**config.mk**
```make
export PLATFORM = sky130hd
export DESIGN_NAME = lr35902_sio_shift
export DESIGN_NICKNAME = d
export VERILOG_FILES = /design/src/rtl/lr35902_sio_shift.sv
export SDC_FILE = /design/constraint.sdc
export NUM_CORES = 1
export LEC_CHECK = 0
export ABC_AREA = 1
export CAP_MARGIN = 10
export CORE_ASPECT_RATIO = 1.25
export CORE_UTILIZATION = 30
export CTS_CLUSTER_DIAMETER = 120
export DETAILED_ROUTE_END_ITERATION = 10
export GPL_TIMING_DRIVEN = 0
export PLACE_DENSITY_LB_ADDON = 0.05
export SYNTH_ARGS = -nofsm -noshare
export SYNTH_HDL_FRONTEND = slang
export SYNTH_SLANG_ARGS = --single-unit
```
**constraint.sdc**
```tcl
create_clock -name clk -period 1.57 [get_ports clk]
set_input_delay 0.157 -clock clk [delete_from_list [all_inputs] [get_ports clk]]
set_output_delay 0.157 -clock clk [all_outputs]
set_load 0.005 [all_outputs]
```
**src/rtl/lr35902_sio_shift.sv**
```systemverilog
// LR35902 serial port: SB/SC registers and 8-bit shift engine.
// Internal divided clock or synchronised external clock, MSB first.
module lr35902_sio_shift #(
  parameter int DIV_BITS      = 9,
  parameter int FAST_DIV_BITS = 4,
  parameter bit FAST_EN       = 1'b0
) (
  input  logic       clk,
  input  logic       reset,
  output logic [7:0] dout,
  input  logic [7:0] din,
  input  logic       adr,
  input  logic       read,
  input  logic       write,
  output logic       irq,
  output logic       sout,
  input  logic       sin,
  output logic       sclk_out,
  output logic       sclk_oe,
  input  logic       sclk_in
);

  localparam int DW = DIV_BITS;
  localparam logic [DW-1:0] HN_M1 =
    DW'((1 << (DIV_BITS - 1)) - 1);
  localparam logic [DW-1:0] HF_M1 =
    DW'((1 << (FAST_DIV_BITS - 1)) - 1);

  logic [7:0]    r_sb;
  logic          r_tstart;
  logic          r_sclk;
  logic          r_fast;
  logic          r_irq;
  logic          r_sout;
  logic          r_sclk_out;
  logic [2:0]    r_cnt;
  logic [DW-1:0] r_div;
  logic [7:0]    r_dout;
  logic          r_pwrite;
  logic          r_sin_s1;
  logic          r_sin_s2;
  logic          r_sck_s1;
  logic          r_sck_s2;
  logic          r_sck_s3;

  logic [7:0]    w_sb_nx;
  logic          w_tstart_nx;
  logic          w_sclk_nx;
  logic          w_fast_nx;
  logic          w_irq_nx;
  logic          w_sout_nx;
  logic          w_sclk_out_nx;
  logic [2:0]    w_cnt_nx;
  logic [DW-1:0] w_div_nx;
  logic [7:0]    w_dout_nx;
  logic          w_rise;
  logic          w_fall;
  logic          w_commit;
  logic [DW-1:0] w_hm1;

  assign w_commit = r_pwrite & ~write;
  assign w_hm1    = (FAST_EN && r_fast) ? HF_M1 : HN_M1;

  assign dout     = r_dout;
  assign irq      = r_irq;
  assign sout     = r_sout;
  assign sclk_out = r_sclk_out;
  assign sclk_oe  = r_sclk;

  // Next state: clock edges first, then a bus write overrides.
  always_comb begin
    w_sb_nx       = r_sb;
    w_tstart_nx   = r_tstart;
    w_sclk_nx     = r_sclk;
    w_fast_nx     = r_fast;
    w_irq_nx      = 1'b0;
    w_sout_nx     = r_sout;
    w_sclk_out_nx = r_sclk_out;
    w_cnt_nx      = r_cnt;
    w_div_nx      = r_div;
    w_dout_nx     = r_dout;
    w_rise        = 1'b0;
    w_fall        = 1'b0;

    if (read) begin
      w_dout_nx = adr ? r_sb :
        {r_tstart, 5'h1f,
         FAST_EN ? r_fast : 1'b1, r_sclk};
    end

    if (r_tstart) begin
      if (r_sclk) begin
        if (r_div >= w_hm1) begin
          w_div_nx      = '0;
          w_sclk_out_nx = ~r_sclk_out;
          w_rise        = ~r_sclk_out;
          w_fall        = r_sclk_out;
        end else begin
          w_div_nx = r_div + 1'b1;
        end
      end else begin
        w_rise = r_sck_s2 & ~r_sck_s3;
        w_fall = ~r_sck_s2 & r_sck_s3;
      end
    end

    if (w_rise) begin
      w_sb_nx = {r_sb[6:0], r_sin_s2};
      if (r_cnt == 3'd7) begin
        w_tstart_nx = 1'b0;
        w_irq_nx    = 1'b1;
        w_cnt_nx    = 3'd0;
      end else begin
        w_cnt_nx = r_cnt + 3'd1;
      end
    end

    if (w_fall) begin
      w_sout_nx = r_sb[7];
    end

    if (w_commit) begin
      if (adr) begin
        w_sb_nx = din;
      end else begin
        w_sclk_nx = din[0];
        w_fast_nx = din[1] & FAST_EN;
        if (din[7] && !w_tstart_nx) begin
          w_tstart_nx = 1'b1;
          w_cnt_nx    = 3'd0;
          w_div_nx    = '0;
          w_sout_nx   = w_sb_nx[7];
          if (din[0]) begin
            w_sclk_out_nx = 1'b0;
          end
        end else if (!din[7] && w_tstart_nx) begin
          w_tstart_nx   = 1'b0;
          w_cnt_nx      = 3'd0;
          w_sclk_out_nx = 1'b1;
        end
      end
    end
  end

  // State registers and input synchronisers.
  always_ff @(posedge clk) begin
    if (reset) begin
      r_sb       <= 8'h00;
      r_tstart   <= 1'b0;
      r_sclk     <= 1'b0;
      r_fast     <= 1'b0;
      r_irq      <= 1'b0;
      r_sout     <= 1'b1;
      r_sclk_out <= 1'b1;
      r_cnt      <= 3'd0;
      r_div      <= '0;
      r_dout     <= 8'h00;
      r_pwrite   <= 1'b0;
      r_sin_s1   <= 1'b1;
      r_sin_s2   <= 1'b1;
      r_sck_s1   <= 1'b1;
      r_sck_s2   <= 1'b1;
      r_sck_s3   <= 1'b1;
    end else begin
      r_sb       <= w_sb_nx;
      r_tstart   <= w_tstart_nx;
      r_sclk     <= w_sclk_nx;
      r_fast     <= w_fast_nx;
      r_irq      <= w_irq_nx;
      r_sout     <= w_sout_nx;
      r_sclk_out <= w_sclk_out_nx;
      r_cnt      <= w_cnt_nx;
      r_div      <= w_div_nx;
      r_dout     <= w_dout_nx;
      r_pwrite   <= write;
      r_sin_s1   <= sin;
      r_sin_s2   <= r_sin_s1;
      r_sck_s1   <= sclk_in;
      r_sck_s2   <= r_sck_s1;
      r_sck_s3   <= r_sck_s2;
    end
  end

endmodule

```
======== Word-level counts from Yosys, hierarchy flattened ========
Cells that the tools add are included.
storage, ports and cells
  flip-flop bits (word level) ............. 39
  bits of input ports ..................... 15
  output and inout bits ................... 12
  logic and storage cells ................. 75
operators by class
  add/sub/neg operators ................... 2
  $lt $le $gt $ge ......................... 1
  equality and inequality tests ........... 1
  mux-type cells .......................... 41
  bitwise logic cells ..................... 9
  reductions and logical operators ........ 6
operator list
  operator                                                                              number
  9-bit two-way mux                                                                     6
  8-bit two-way mux                                                                     4
  1-bit two-way mux                                                                     25
  3-bit two-way mux                                                                     6
  9-bit by 1-bit adder with 9-bit output (second input constant)                        1
  9-bit by 8-bit greater-or-equal comparator with 1-bit output (second input constant)  1
  1-bit inverter                                                                        6
  3-bit by 1-bit adder with 3-bit output (second input constant)                        1
  1-bit AND                                                                             3
  3-bit equality test (second input constant)                                           1
  1-bit logical AND                                                                     2
  1-bit logical NOT                                                                     2
  2-bit AND reduction                                                                   1
  2-bit OR reduction                                                                    1

======== Longest topological paths before layout ========
  depth in word-level cells ............... 10
  gate-level depth with buffers ........... 14

======== Worst setup path before layout ========
Ideal clock, no wire load.
  path type ............................... register to register
  from .................................... reg r_div[0]
  to ...................................... reg r_sout (netlist: sout)
  library setup time ...................... 131 ps
  arrival time ............................ 1569 ps
  setup slack ............................. -130 ps
  stages on the path, launching flop included .. 15
  path buffers ............................ 1
  path through ............................ dfxtp_1 -> ha_1 -> inv_1 -> nor2_1 -> nand2_1 -> nand3_1 -> ha_1 -> inv_1 -> nand2_1 -> nand3_2 -> buf_2 -> nand2_1 -> o21ai_0 -> nand2_1 -> nand3_1
between the ends
  cells in the longest elaborated chain, start to end .. 10
  elaborated cells between the ends (all ways) .. 15
ends and longest elaborated chain
  element                                                         RTL line  text
  start: declaration                                              37        logic [DW-1:0] r_div;
  start signal: assignment                                        173       r_div <= w_div_nx;
  9-bit by 8-bit greater-or-equal comparator with 1-bit output *  93        if (r_div >= w_hm1) begin
  1-bit two-way mux                                               93
  1-bit two-way mux                                               92        if (r_sclk) begin
  1-bit two-way mux                                               91        if (r_tstart) begin
  1-bit two-way mux                                               107       if (w_rise) begin
  1-bit logical NOT                                               128       if (din[7] && !w_tstart_nx) begin
  1-bit logical AND                                               128
  1-bit two-way mux                                               128
  1-bit two-way mux                                               123       if (adr) begin
  1-bit two-way mux *                                             122       if (w_commit) begin
  end signal: assignment                                          170       r_sout <= w_sout_nx;
  end: declaration                                                34        logic r_sout;
Every way passes the cells marked *; elsewhere a longest branch is shown, timed or not.
A chain may end at the register's enable or synchronous reset.

======== Final worst setup path ========
  from .................................... reg r_div[1]
  to ...................................... reg r_div[0]
between the ends
  cells in the longest elaborated chain, start to end .. 10
  elaborated cells between the ends (all ways) .. 13
ends and longest elaborated chain
  element                                                         RTL line
  9-bit by 8-bit greater-or-equal comparator with 1-bit output *  93
  1-bit two-way mux                                               93
  1-bit two-way mux                                               92
  1-bit two-way mux                                               91
  1-bit two-way mux                                               107
  1-bit logical NOT                                               128
  1-bit logical AND                                               128
  9-bit two-way mux                                               128
  9-bit two-way mux                                               123
  9-bit two-way mux *                                             122
Marks and branches as above.

==> results_dict.tcl <==
set metrics [dict create \
    netlist_area_sq_um 1812 \
    p_comb_frac 0.100 \
    synth_fp_nets 274 \
    grt_pass1_vias 1509 \
    fmax_mhz 595.6 \
    overflow 0 \
    hold_ws_ns 0.4102 \
    p_int_mw 1.427 \
    grtUsageTotal 0.1453 \
    swShare 0.2558 \
    ys_seq_elements 39 \
    totalNegativeSetupSlack_ns -1.471 \
    cts_buffers 5 \
    dr.pass1.iters 4 \
    clockBufferDepth 2 \
    ys_seq_area_frac 0.4309 \
    setup_slack_ns -0.1090 \
    chipHeight_microns 88.89 \
    hold_path_end "r_sin_s2$_SDFF_PP1_" \
    synth.most_common_cell "nand2_1" \
    ys_top_cells_by_area "dfxtp_1, nand2_1, inv_1" \
    synth_ff_type "dfxtp_1" \
    rr_endpoint "r_div[0]$_SDFF_PP0_" \
    clkSlewWorstSetupHoldPaths_ns 0.08 \
    reg2reg_from "r_div[1]$_SDFF_PP0_" \
    slew-limit-headroom 0.6591 \
    final-hold-violation-count 0 \
    worst_hold_path_type "reg -> reg" \
    post-route-period-util 1.069 \
    wire_per_inst_microns 11.90 \
    ir_drop_uv 340.4 \
    nets 316 \
    worst-r2r-setup-slack_ns -0.11 \
    cts_tree "yes" \
    dp.cells 346 \
    power_leakage_nw 1.103 \
    fin_util 0.4344 \
    place.gp.congestion 0.7278 \
    p_sw_uw 490.5 \
    row_count 31 \
    rsz0062_at_grt "yes" \
    cap_violations 0 \
    ys_top_cells_by_count "nand2_1, dfxtp_1, inv_1" \
    synthDistinctLibCells 25 \
    synth-async-reset-ratio 0 \
    drt-total-wl_microns 4320 \
    hpwl_microns 3107 \
    worstHoldPathCells 1 \
    ys.warnings.count 0 \
    grt_pass1_wl_microns 7010 \
    fin_skew_ns 0.008950 \
    synth_top_area_cell "dfxtp_1" \
    area_delta_synth_final_pct 39.50 \
    clockPowerShare 0.359 \
    vias_per_cell 4.515 \
    drv_slew 0 \
    min_from "r_sin_s1$_SDFF_PP1_" \
    die_area_sq_um 6356 \
    min_period_ns 1.679 \
    coreArea_sq_um 5818 \
    route.detailed.drc 0 \
    drt-initial-drc-count 57 \
    power_density_nw_per_um2 758.6 \
    crit_fanout 6 \
    violations "negative setup slack" \
    vias 1639 \
    final_layout_size_suffix_gt1_frac 0.2155 \
    synthDominantCellAreaShare 0.4309 \
    r2r_cells 13 \
    antenna_cells 0 \
    synth_edf_count 0 \
    antenna_found_initial 0 \
    initial_core_util 0.3114 \
    critPathLaunch "r_div[1]$_SDFF_PP0_" \
    numClockSinks 39 \
    root_buffer "clkbuf_8" \
    drtAntennaViolNets 0 \
    critPathCaptureType "register" \
    fin_cells 363 \
    grt_max_degree 14 \
    finalSetupViolCount 21 \
    die_x_microns 71.51 \
    io_pins 27 \
    cts_max_level 2 \
    syn_area_per_cell_sq_um 7.133 \
    cp.required_ns 1.80 \
    arrival_ns 1.91 \
    status "finished with violations" \
    synthCells 254 \
    seq_power_share 0.542 \
    insertion_delay_ns 0.29 \
    cp-start-kind "register" \
    dp_slack_ns -0.2893 \
    cts_hold_buf 0 \
    io_buffer_count 26 \
    worst_pin_slew_ns 0.5114 \
    path_class "reg -> reg" \
]
[layout make-up]
type                    instances  area (sq um)
clock inverters                 3         20.02
well taps                      66         82.58
repair buffers                 35         342.8
plain buffers                   7         51.30
fillers                       596          3291
clock buffers                   5         68.82
inverters                      39         148.9
flip-flops and latches         39         793.3
multi-input cells             169          1020
[worst max-delay path by stage]
| stage | end | slack (ns) | depth (start not counted) |
|---|---|---|---|
| 2_1_floorplan | r_div[0]$_SDFF_PP0_ | -0.004 | 13 |
| 3_3_place_gp | r_div[1]$_SDFF_PP0_ | -0.29 | 13 |
| 4_1_cts | sout$_SDFF_PP1_ | -0.13 | 14 |
| 3_5_place_dp | r_div[0]$_SDFF_PP0_ | -0.29 | 13 |
| 6_report | r_div[0]$_SDFF_PP0_ | -0.11 | 13 |
| 5_1_grt | r_sb[4]$_SDFF_PP0_ | -0.24 | 12 |
[metrics by stage]
| step | power (mW) | cell area, sq um |
|---|---|---|
| 2_1_floorplan | 1.142 | 1846 |
| 3_3_place_gp | 1.241 | 2188 |
| 3_5_place_dp | 1.242 | 2188 |
| 4_1_cts | 1.945 | 2439 |
| 5_1_grt | 2.017 | 2527 |
| 6_report | 1.917 | 2527 |
[timing repair]
action | in CTS | in global routing
setup buffers | 6 | 3
gates cloned | 1 | 0
setup endpoints to repair | 22 | 28
gates resized for setup | 30 | 23
pin swaps | 14 | 7
[layout by cell type (no fill, tap or decap), types with 2 or more instances in the layout]
cell,count
nand2_1,54
o211ai_1,9
nor2_2,3
buf_6,7
nand3_1,13
nor3_2,3
nand3_4,5
o21ai_2,2
inv_2,3
o21ai_0,10
a21oi_1,9
inv_1,35
nor2_1,31
clkbuf_8,5
clkdlybuf4s50_1,26
dfxtp_2,4
ha_1,3
xor2_1,2
dfxtp_4,2
clkbuf_1,2
nand2_4,7
clkinvlp_4,2
buf_4,5
dfxtp_1,33
ha_4,2
or2_2,4
[cell families after synthesis]
| logic type | count (synthesis) | synth area share |
|---|---|---|
| compound gates | 34 | 0.1112 |
| xor+xnor | 3 | 0.01451 |
| fa+ha+maj | 5 | 0.03453 |
| buf+inv | 46 | 0.1015 |
| flops | 39 | 0.4309 |
| mux | 1 | 0.005525 |
| simple gates | 126 | 0.3018 |
[layer usage]
| layer | routed length [microns] | share of wire | track usage |
|---|---|---|---|
| met2 | 2304 | 0.53 | 0.2710 |
| met3 | 85 | 0.020 | 0.03417 |
| met5 | 0 | 0 | 0 |
| met4 | 37 | 0.0086 | 0.05348 |
| met1 | 1892 | 0.44 | 0.1607 |
[critical path, stage by stage (launching register included)]
cell and delay, ns:
dfxtp_4 0.37, ha_4 0.17, inv_4 0.06, nor2_4 0.03, nand2_2 0.07, nand3_4 0.09
ha_4 0.17, inv_2 0.06, nand2_4 0.06, nand3_4 0.11, nand2_4 0.08, nand2_8 0.11
nand3_4 0.12, nor2_1 0.11
[flip-flops by register name, indices dropped and copies added, names as in the netlist, 3 cells and up]
| name | flops |
|---|---|
| r_div | 9 |
| dout | 8 |
| r_sb | 8 |
| r_cnt | 3 |
[power groups by stage]
stage	logic, mW	registers, mW	clock network [mW]
6_report	0.191	1.04	0.687
5_1_grt	0.215	1.04	0.759
3_3_place_gp	0.177	1.06	0
3_5_place_dp	0.177	1.06	0
2_1_floorplan	0.0808	1.06	0
4_1_cts	0.188	1.04	0.716
No activity file was read; power rests on OpenSTA's default activity.
